$ cat config.mk
export PLATFORM = sky130hd
export DESIGN_NAME = fp_multicycle_sequencer_flat
export DESIGN_NICKNAME = d
export VERILOG_FILES = /design/src/rtl/fp_multicycle_sequencer_if.sv /design/src/rtl/fp_multicycle_sequencer.sv /design/src/flat_wrapper.sv
export SDC_FILE = /design/constraint.sdc
export NUM_CORES = 1
export LEC_CHECK = 0
export ABC_AREA = 1
export BUFFER_PORTS_ARGS = -buffer_cell sky130_fd_sc_hd__buf_2
export CAP_MARGIN = 20
export CORE_MARGIN = 5
export CORE_UTILIZATION = 46
export CTS_BUF_LIST = sky130_fd_sc_hd__clkbuf_4 sky130_fd_sc_hd__clkbuf_8 sky130_fd_sc_hd__clkbuf_16
export CTS_CLUSTER_SIZE = 16
export DETAILED_ROUTE_END_ITERATION = 7
export GPL_TIMING_DRIVEN = 0
export HOLD_SLACK_MARGIN = 0.08
export PLACE_DENSITY = 0.86
export REMOVE_ABC_BUFFERS = 1
export SLEW_MARGIN = 20
export SYNTH_ARGS = -nofsm -noshare
export SYNTH_HDL_FRONTEND = slang
export SYNTH_SLANG_ARGS = --single-unit
$ cat constraint.sdc
create_clock -name clk -period 2.33 [get_ports clk]
set_input_delay 0.233 -clock clk [delete_from_list [all_inputs] [get_ports clk]]
set_output_delay 0.233 -clock clk [all_outputs]
set_load 0.1 [all_outputs]
$ cat src/rtl/fp_multicycle_sequencer_if.sv
// Decode / fetch / FP-unit / write-back signal bundle for the multi-cycle FP sequencer.
interface fp_multicycle_sequencer_if;
    logic        issue_valid;
    logic        issue_op;
    logic [4:0]  issue_rd;
    logic        flush;
    logic        halt;
    logic        fu_start;
    logic        fu_sel;
    logic        wb_valid;
    logic [4:0]  wb_rd;
    logic        busy;
    logic [31:0] stall_cycles;

    modport master (
        output issue_valid, issue_op, issue_rd, flush,
        input  halt, fu_start, fu_sel, wb_valid, wb_rd, busy, stall_cycles
    );

    modport slave (
        input  issue_valid, issue_op, issue_rd, flush,
        output halt, fu_start, fu_sel, wb_valid, wb_rd, busy, stall_cycles
    );
endinterface

$ cat src/rtl/fp_multicycle_sequencer.sv
// Sequences one multi-cycle FP op (SQRT/DIV): start pulse, fixed-latency count, write-back strobe.
// Optional halt-cycle counter enabled by defining FP_MC_PERF_CNT_EN.
module fp_multicycle_sequencer #(
    parameter int unsigned SQRT_LAT = 16,
    parameter int unsigned DIV_LAT  = 12
) (
    input  logic                        clk,
    input  logic                        reset,
    fp_multicycle_sequencer_if.slave    bus
);
    localparam int unsigned MAX_LAT = (SQRT_LAT > DIV_LAT) ? SQRT_LAT : DIV_LAT;
    localparam int unsigned CNT_W   = $clog2(MAX_LAT) + 1;

    typedef enum logic [1:0] {IDLE, RUN, WB} state_e;

    state_e             state_q;
    logic [CNT_W-1:0]   cnt_q;
    logic               fu_sel_q;
    logic [4:0]         wb_rd_q;
    logic               fu_start_q;
    logic               wb_valid_q;
    logic               busy_q;
    logic               accept;
    logic [CNT_W-1:0]   lat_m1;

    // Decode is frozen while RUN, so a new op can only be taken in IDLE or WB.
    assign accept = !reset && bus.issue_valid && !bus.flush && (state_q != RUN);
    assign lat_m1 = bus.issue_op ? CNT_W'(DIV_LAT - 1) : CNT_W'(SQRT_LAT - 1);

    always_ff @(posedge clk) begin
        if (reset) begin
            state_q    <= IDLE;
            cnt_q      <= '0;
            fu_sel_q   <= 1'b0;
            wb_rd_q    <= '0;
            fu_start_q <= 1'b0;
            wb_valid_q <= 1'b0;
            busy_q     <= 1'b0;
        end else begin
            fu_start_q <= 1'b0;
            wb_valid_q <= 1'b0;
            case (state_q)
                IDLE, WB: begin
                    // wb_rd_q only changes after the edge, so the retiring rd stays visible in WB.
                    if (accept) begin
                        state_q    <= RUN;
                        fu_sel_q   <= bus.issue_op;
                        wb_rd_q    <= bus.issue_rd;
                        cnt_q      <= lat_m1;
                        fu_start_q <= 1'b1;
                        busy_q     <= 1'b1;
                    end else begin
                        state_q    <= IDLE;
                        busy_q     <= 1'b0;
                    end
                end
                RUN: begin
                    if (cnt_q == '0) begin
                        state_q    <= WB;
                        wb_valid_q <= 1'b1;
                        busy_q     <= 1'b0;
                    end else begin
                        cnt_q      <= cnt_q - CNT_W'(1);
                    end
                end
                default: begin
                    state_q <= IDLE;
                    busy_q  <= 1'b0;
                end
            endcase
        end
    end

    assign bus.halt     = ((state_q == RUN) && !reset) || accept;
    assign bus.fu_start = fu_start_q;
    assign bus.fu_sel   = fu_sel_q;
    assign bus.wb_valid = wb_valid_q;
    assign bus.wb_rd    = wb_rd_q;
    assign bus.busy     = busy_q;

`ifdef FP_MC_PERF_CNT_EN
    logic [31:0] stall_q;

    // Saturating count of cycles with fetch frozen.
    always_ff @(posedge clk) begin
        if (reset) begin
            stall_q <= '0;
        end else if (bus.halt && (stall_q != 32'hFFFF_FFFF)) begin
            stall_q <= stall_q + 32'd1;
        end
    end

    assign bus.stall_cycles = stall_q;
`else
    assign bus.stall_cycles = 32'd0;
`endif
endmodule

$ cat src/flat_wrapper.sv
// flat-port wrapper written by rule: the top's interface ports become plain ports
module fp_multicycle_sequencer_flat 
#(
    parameter int unsigned SQRT_LAT = 16,
    parameter int unsigned DIV_LAT  = 12
)
  (clk, reset, bus_issue_valid, bus_issue_op, bus_issue_rd, bus_flush, bus_halt, bus_fu_start, bus_fu_sel, bus_wb_valid, bus_wb_rd, bus_busy, bus_stall_cycles);
  fp_multicycle_sequencer_if bus_i ();
  input  logic clk;
  input  logic reset;
  input wire logic [$bits(bus_i.issue_valid)-1:0] bus_issue_valid;
  input wire logic [$bits(bus_i.issue_op)-1:0] bus_issue_op;
  input wire logic [$bits(bus_i.issue_rd)-1:0] bus_issue_rd;
  input wire logic [$bits(bus_i.flush)-1:0] bus_flush;
  output wire logic [$bits(bus_i.halt)-1:0] bus_halt;
  output wire logic [$bits(bus_i.fu_start)-1:0] bus_fu_start;
  output wire logic [$bits(bus_i.fu_sel)-1:0] bus_fu_sel;
  output wire logic [$bits(bus_i.wb_valid)-1:0] bus_wb_valid;
  output wire logic [$bits(bus_i.wb_rd)-1:0] bus_wb_rd;
  output wire logic [$bits(bus_i.busy)-1:0] bus_busy;
  output wire logic [$bits(bus_i.stall_cycles)-1:0] bus_stall_cycles;
  assign bus_i.issue_valid = bus_issue_valid;
  assign bus_i.issue_op = bus_issue_op;
  assign bus_i.issue_rd = bus_issue_rd;
  assign bus_i.flush = bus_flush;
  assign bus_halt = bus_i.halt;
  assign bus_fu_start = bus_i.fu_start;
  assign bus_fu_sel = bus_i.fu_sel;
  assign bus_wb_valid = bus_i.wb_valid;
  assign bus_wb_rd = bus_i.wb_rd;
  assign bus_busy = bus_i.busy;
  assign bus_stall_cycles = bus_i.stall_cycles;
  fp_multicycle_sequencer #(.SQRT_LAT(SQRT_LAT), .DIV_LAT(DIV_LAT)) u_core (.clk(clk), .reset(reset), .bus(bus_i));
endmodule
==> results of run 1 <==
==> cell usage in the layout, fill, tap and decap left out <==
cell,count
nor2_1,10
o21ai_0,3
xor2_1,1
ha_1,1
inv_1,7
nor2_2,1
nand2_4,2
nand3_1,10
clkbuf_4,3
inv_2,3
dfxtp_1,16
nand2_1,23
conb_1,32
nor2_4,1
nand3_2,2
nand3b_1,1
clkbuf_8,1
buf_2,19
nand4_4,1
nor3_1,2
a21oi_1,3
==> final cells by class <==
| cell class | instances | share of cell area [%] |
|---|---|---|
| Clock buffer | 4 | 3.75 |
| Inverter | 10 | 3.88 |
| Multi-Input combinational cell | 93 | 45.9 |
| Sequential cell | 16 | 33.1 |
| Tap cell | 27 | 3.49 |
| Timing Repair Buffer | 19 | 9.83 |
==> per-layer routing <==
layer	up-vias	GRT usage [%]
met5	-	0
met4	0	7.69
met3	4	2.95
met2	37	22.4
met1	315	13.2
li1	355	-
==> critical path: cells and delay by family (launching register included) <==
kind / cells / cell delay (ns)
buffers and inverters: 3 / 0.64
DFF: 1 / 0.32
AOI/OAI and AO/OA: 1 / 0.14
and+or+nand+nor: 1 / 0.23
==> through the flow <==
stage,std cells,power (W),area [sq um]
after floorplan,119,0.000639,802
after global placement,165,0.000663,931
after detailed placement,165,0.000668,931
after CTS,169,0.000850,967
after global routing,169,0.000879,967
final,169,0.000848,967
==> state kept, by name, indices dropped and copies added (netlist names) <==
register	count
u_core.bus.wb_valid	1
u_core.bus.busy	1
u_core.state_q	2
u_core.bus.wb_rd	5
u_core.cnt_q	5
u_core.bus.fu_sel	1
u_core.bus.fu_start	1
==> cells by family after synthesis <==
group / Yosys count / synth area share [%]
buffers and inverters: 43 / 30.6
AO/OA/AOI/OAI: 6 / 3.22
flip-flops: 16 / 34.3
AND/OR/NAND/NOR: 53 / 29.2
other: 1 / 0.402
XOR/XNOR: 1 / 0.939
adder cells (fa/ha/maj): 1 / 1.34
==> worst paths after layout <==
kind	from	slack (ns)	endpoint	cells after the start
max	u_core.state_q[0]$_SDFFE_PP0P_	0.49	bus_halt	5
min	bus_issue_rd[4]	0.13	u_core.bus.wb_rd[4]$_SDFFE_PP0P_	3
max reg2reg	u_core.cnt_q[0]$_SDFFE_PP0P_	0.99	u_core.cnt_q[1]$_SDFFE_PP0P_	8
min reg2reg	u_core.bus.wb_rd[1]$_SDFFE_PP0P_	0.47	u_core.bus.wb_rd[1]$_SDFFE_PP0P_	2
==> report_power, final <==
group | leakage, nW | switching (W) | total [W] | internal, W
Sequential | 0.131 | 0.00000878 | 0.000296 | 0.000287
Clock | 0.0210 | 0.0000884 | 0.000184 | 0.0000952
Combinational | 0.379 | 0.000336 | 0.000369 | 0.0000329
Total | 0.531 | 0.000433 | 0.000848 | 0.000415
==> summary.md, run 1 <==
| Metric | Value |
|---|---|
| GPL Wtd Cong | `0.782` |
| Startpoint types | `flop` |
| Post-DP HPWL | `around 1.4 mm` |
| Top Ports | `52` |
| Place WS | `0.803 ns` |
| WL met2 | `921 um` |
| Crit-path max cell delay | `0.44 ns` |
| Setup Viol. Count Final | `0` |
| Largest net degree at the start of global routing | `13` |
| Initial cell density of the core | `between 40% and 50%` |
| Top cell type by total area after synthesis | `dfxtp_1` |
| Multi-input logic area | `444 sq um` |
| Clock Latency Late Sink | `0.29 ns` |
| Diodes inserted | `0` |
| RSZ-0062 raised after global routing | `false` |
| Final net count | `154` |
| Die ar. | `3030 sq um` |
| Final Critical Period | `1.84 ns` |
| Crit-path cells | `inv_1, nor2_4, inv_1, o21ai_0, buf_2` |
| Data arrival time of the critical path | `~1.6 ns` |
| Drt first pass iters | `4` |
| Layout fillers | `about 200` |
| Core Util, Final | `49.8%` |
| Vias/cell | `4.21` |
| Register area | `320 sq um` |
| Antenna viol nets, final | `0` |
| CTS sink cnt | `16` |
| Unique masters post-synth | `20` |
| Seq/Total Area, Yosys | `34.3%` |
| Area grow syn2layout | `3.62%` |
| Global Route Usage Sum | `roughly 13%` |
| Post-CTS Hold Fix Bufs | `0` |
| Most common cell in the synthesized netlist | `buf_4` |
| Gates resized, CTS repair | `0` |
| Synth Cell Area | `between 900 and 1000 sq um` |
| Cell area power density | `a little under 900 nW/um^2` |
| Max clock buf depth | `2` |
| M1 wire length | `about 660 um` |
| YS warnings | `0` |
| H-tree depth | `1` |
| Metal3 WL | `146 um` |
| Synth top area share | `34.3%` |
| Ys flop type | `dfxtp_1` |
| Number of max-slew violations in the final report | `0` |
| Crit Path Class | `reg2out` |
| Pleak | `0.531 nW` |
| CP max FO | `8` |
| Post-CTS Setup Inserts | `0` |
| Worst setup EP type | `output pin` |
| Port Buf Inserts | `19` |
| Max Used Layer | `met4` |
| Status | `finished, final reports clean` |
| FF+latch count, synth | `16` |
| Number of synthesized flops with an enable pin | `0` |
| DRT iter0 DRCs | `10` |
| Crit-path slowest cell | `buf_2` |
| Synth area leaders | `dfxtp_1 (34%), buf_4 (26%), nand2_1 (9.2%)` |
| Initial antenna violation count | `0` |
| Fin Clk Skew | `0.000778 ns` |
| Number of global-route vias before repair | `654` |
| CTS tree | `yes` |
| Via Count | `just over 700` |
| CP most frequent cell | `inv_1` |
| Post-Route WL | `between 1.5 and 2 mm` |
| Cells after Synth | `121` |
| Drc violations | `0` |
| Die height | `55.0 um` |
| First-pass GRT wire length | `2.70 mm` |
| Layout cell share with drive strength beyond 1 | `23.2%` |
| Clock transition at path regs | `0.09 ns` |
| Hold Crit Class | `in2reg` |
| Final worst slack | `0.489 ns` |
| Final Hold Viols | `0` |
| DIE WIDTH | `55.0 um` |
| CTS buffer count | `3` |
| WL/cell | `between 10 and 15 um` |
| Critical path data required time | `2.10 ns` |
| GRT Residual Overflow | `0` |
| Syn avg cell area | `7.71 sq um` |
| Min Hold Slack | `between 0.1 and 0.15 ns` |
| Most frequent cells after synthesis | `buf_4 (32), nand2_1 (23), dfxtp_1 (16), nand3_1 (10), nor2_1 (10)` |
| Setup_tns | `0 ns` |
| Clock root buffer | `clkbuf_4` |
| Num rows | `16` |
| Fmax | `543 MHz` |
| Synth async-reset ratio | `0%` |
| CORE AREA | `1940 sq um` |
| Fin crit share | `79.0%` |
| Worst vdd ir | `0.457 mV` |
| Max cap viols | `0` |
(Power assumes the default switching activity.)
==> inputs of run 2 (changes only) <==
--- a/config.mk
+++ b/config.mk
@@ -5,17 +5,17 @@
 export SDC_FILE = /design/constraint.sdc
 export NUM_CORES = 1
 export LEC_CHECK = 0
-export ABC_AREA = 1
+export ABC_AREA = 0
 export BUFFER_PORTS_ARGS = -buffer_cell sky130_fd_sc_hd__buf_2
 export CAP_MARGIN = 20
 export CORE_MARGIN = 5
-export CORE_UTILIZATION = 46
+export CORE_UTILIZATION = 38
 export CTS_BUF_LIST = sky130_fd_sc_hd__clkbuf_4 sky130_fd_sc_hd__clkbuf_8 sky130_fd_sc_hd__clkbuf_16
 export CTS_CLUSTER_SIZE = 16
 export DETAILED_ROUTE_END_ITERATION = 7
 export GPL_TIMING_DRIVEN = 0
 export HOLD_SLACK_MARGIN = 0.08
-export PLACE_DENSITY = 0.86
+export PLACE_DENSITY = 0.77
 export REMOVE_ABC_BUFFERS = 1
 export SLEW_MARGIN = 20
 export SYNTH_ARGS = -nofsm -noshare
==> constraint.sdc (replaced) <==
create_clock -name clk -period 1.55 [get_ports clk]
set_input_delay 0.155 -clock clk [delete_from_list [all_inputs] [get_ports clk]]
set_output_delay 0.155 -clock clk [all_outputs]
set_load 0.1 [all_outputs]
==> run 2 against run 1 <==
Against the previous run:
- first-iteration DRC count rose by 120%
- cell area rose by 4.5%
- die area up 13%
- non-clock buffer count grew 6
- global-route usage decreased by 2.4 points
- combinational power rose by 54%
- worst setup slack worse by 0.43 ns
- critical path depth is 1 higher
- via count shrank 4.9%
- hold slack worse by 0.030 ns
==> summary.md, run 2 <==
| Metric | Value |
|---|---|
| Diodes inserted | `0 (unchanged)` |
| WL/cell | `11.6 um (was 10.4 um)` |
| Data arrival time of the critical path | `1.68 ns (was 1.61 ns)` |
| Syn avg cell area | `8.57 sq um (was 7.71 sq um)` |
| GPL Wtd Cong | `0.709 (was 0.782)` |
| Setup Viol. Count Final | `0 (unchanged)` |
| Layout fillers | `235 (was 203)` |
| Most frequent cells in the layout | `conb_1 (32), buf_2 (18), dfxtp_1 (14) (was conb_1 (32), nand2_1 (23), buf_2 (19))` |
| Fin Clk Skew | `0.00629 ns (was 0.000778 ns)` |
| Seq/Total Area, Yosys | `36.0% (was 34.3%)` |
| Status | `finished, final reports clean (unchanged)` |
| Drc violations | `0 (unchanged)` |
| Post-DP HPWL | `1.31 mm (was 1.37 mm)` |
| Die height | `58.4 um (was 55.0 um)` |
| Via Count | `676 (was 711)` |
| GRT Residual Overflow | `0 (unchanged)` |
| Critical path data required time | `1.74 ns (was 2.10 ns)` |
| Clock transition at path regs | `0.09 ns (about the same)` |
| Startpoint types | `flop (unchanged)` |
| Number of synthesized flops with an enable pin | `0 (unchanged)` |
| Commonest non-fill, non-tap cell in the layout | `conb_1 (unchanged)` |
| Net Switching | `0.000643 W (was 0.000433 W)` |
| CTS buffer count | `3 (unchanged)` |
| FF+latch count, synth | `16 (unchanged)` |
| Initial antenna violation count | `0 (unchanged)` |
| CP max FO | `8 (unchanged)` |
| Seq pwr share | `34.7% (was 34.9%)` |
| CORE AREA | `2230 sq um (was 1940 sq um)` |
| Vias/cell | `4.31 (was 4.21)` |
| Most common cell in the synthesized netlist | `buf_4 (unchanged)` |
| Initial cell density of the core | `39.9% (was 48.1%)` |
| Comb pwr share | `44.1% (was 43.5%)` |
| Top Ports | `52 (unchanged)` |
| Cell area power density | `1280 nW/um^2 (was 877 nW/um^2)` |
| Number of global-route vias before repair | `641 (was 654)` |
| Top cell type by total area after synthesis | `dfxtp_1 (unchanged)` |
| Area grow syn2layout | `13.5% (was 3.62%)` |
| First-pass GRT wire length | `2.70 mm (unchanged)` |
| Hold Crit Class | `in2reg (unchanged)` |
| Pleak | `0.474 nW (was 0.531 nW)` |
| Layout cell share with drive strength beyond 1 | `25.6% (was 23.2%)` |
| Fmax | `670 MHz` |
| Num rows | `17 (was 16)` |
| Internal | `0.000647 W (was 0.000415 W)` |
| Most frequent cells after synthesis | `buf_4 (32), dfxtp_1 (16), nand2_1 (12), nor2_1 (6), o21ai_0 (6) (was buf_4 (32), nand2_1 (23), dfxtp_1 (16), nand3_1 (10), nor2_1 (10))` |
| Synth area leaders | `dfxtp_1 (36%), buf_4 (27%), nand2_1 (5.1%) (was dfxtp_1 (34%), buf_4 (26%), nand2_1 (9.2%))` |
| Die ar. | `3410 sq um (was 3030 sq um)` |
| DIE WIDTH | `58.4 um (was 55.0 um)` |
| Antenna viol nets, final | `0 (unchanged)` |
| Switching Fraction | `49.8% (was 51.0%)` |
| Largest net degree at the start of global routing | `16 (was 13)` |
| H-tree depth | `1 (unchanged)` |
| Worst vdd ir | `0.552 mV (was 0.457 mV)` |
| Max clock buf depth | `2 (unchanged)` |
| Final Critical Period | `around 1.5 ns` |
| Synth Cell Area | `891 sq um (was 933 sq um)` |
| Global Route Usage Sum | `10.1% (was 12.6%)` |
| Ys flop type | `dfxtp_1 (unchanged)` |
| Post-Route WL | `1.82 mm (was 1.76 mm)` |
| Non-filler instance count after layout | `157 (was 169)` |
| Fin crit share | `96.3%` |
| Setup_tns | `0 ns (unchanged)` |
| Port Buf Inserts | `19 (unchanged)` |
| CTS tree | `yes (unchanged)` |
| Number of max-slew violations in the final report | `0 (unchanged)` |
| Max cap viols | `0 (unchanged)` |
| Placed cells | `147 (was 165)` |
| Crit Path Class | `reg2reg (was reg2out)` |
| Clock Power Share | `21.2% (was 21.6%)` |
| Clock root buffer | `clkbuf_4 (unchanged)` |
| DRT iter0 DRCs | `22 (was 10)` |
| CTS sink cnt | `16 (unchanged)` |
| YS warnings | `0 (unchanged)` |
| Synth async-reset ratio | `0% (unchanged)` |
| Final Hold Viols | `0 (unchanged)` |
| Drt first pass iters | `6 (was 4)` |
| Unique masters post-synth | `26 (was 20)` |
| Worst setup EP type | `flop (was output pin)` |
| Synth top area share | `36.0% (was 34.3%)` |
| Final net count | `141 (was 154)` |
| Cells after Synth | `104 (was 121)` |
| Clock Latency Late Sink | `0.29 ns (about the same)` |
## run 2: changes by cell type in the layout (fill, tap and decap cells not counted), moves of 3 or more
cell	previous run	this run
nor2_1	10	6
nand2_1	23	12
o21ai_0	3	6
nand3_1	10	1
inv_2	3	0
dlygate4sd3_1	0	5
## run 2: worst paths after layout
kind,slack (ns),cells after the start,startpoint,to
setup / recovery,0.06,6,u_core.cnt_q[0]$_SDFFE_PP0P_,u_core.cnt_q[2]$_SDFFE_PP0P_
hold reg to reg,0.45,1,u_core.cnt_q[0]$_SDFFE_PP0P_,u_core.cnt_q[0]$_SDFFE_PP0P_
setup reg to reg,0.06,6,u_core.cnt_q[0]$_SDFFE_PP0P_,u_core.cnt_q[2]$_SDFFE_PP0P_
hold / removal,0.10,3,bus_issue_op,u_core.bus.fu_sel$_SDFFE_PP0P_
## run 2: through the flow
stage,area (sq um),utilization (%),power (W),hold slack (ns),worst slack [ns]
after floorplan,754,-,0.000948,0.227,-0.679
after global placement,885,39.6,0.000986,0.350,-0.193
after detailed placement,885,39.6,0.000994,0.357,-0.267
after CTS,996,44.6,0.00129,0.0950,0.0422
after global routing,1010,45.3,0.00134,0.133,-0.0257
final,1010,45.3,0.00129,0.101,0.0569
## run 2: per-layer routing
| layer | wire, um | share of wire [%] | track usage (%) |
|---|---|---|---|
| met1 | 618 | 34 | 10.4 |
| met2 | 967 | 53 | 19.3 |
| met3 | 199 | 11 | 2.41 |
| met4 | 33 | 1.8 | 3.97 |
| met5 | 0 | 0 | 0 |
## run 2: area by class of cell
type                            count  area [sq um]  area share, %
Multi-Input combinational cell     79           439           43.4
Sequential cell                    16           323           31.9
Timing Repair Buffer               25           159           15.7
Clock buffer                        4          36.3           3.59
Tap cell                           28          35.0           3.47
Inverter                            5          18.8           1.86
## run 2: worst max-delay path, cell delays in order (launching register included)
cell and delay (ns):
dfxtp_2 0.36, inv_1 0.05, ha_2 0.20, nor4b_4 0.15, o21bai_4 0.25, o21ai_1 0.12
a32o_1 0.27
## run 2: repair_timing
item	in CTS	in global routing
setup endpoints to repair	6	3
pin swaps	1	1
resized for setup	4	5
hold buffers	5	0
endpoints found under the hold margin	5	0
buffers inserted	1	0
## run 2: power by group through the flow
stage	sequential [W]	clock [W]	combinational [W]
final	0.000447	0.000273	0.000569
after global placement	0.000454	0	0.000532
after global routing	0.000451	0.000300	0.000589
after floorplan	0.000534	0	0.000414
after detailed placement	0.000455	0	0.000539
after CTS	0.000447	0.000281	0.000559
## run 2: kinds of logic (layout without fill, tap and decap cells)
kind of cell	after synthesis	in the layout	synth area share (%)
buf+inv	40	34	30.5
flops	16	16	36.0
simple gates	29	29	18.3
xor+xnor	1	1	0.983
compound gates	16	16	12.5
fa+ha+maj	1	1	1.40
other cells	1	32	0.421
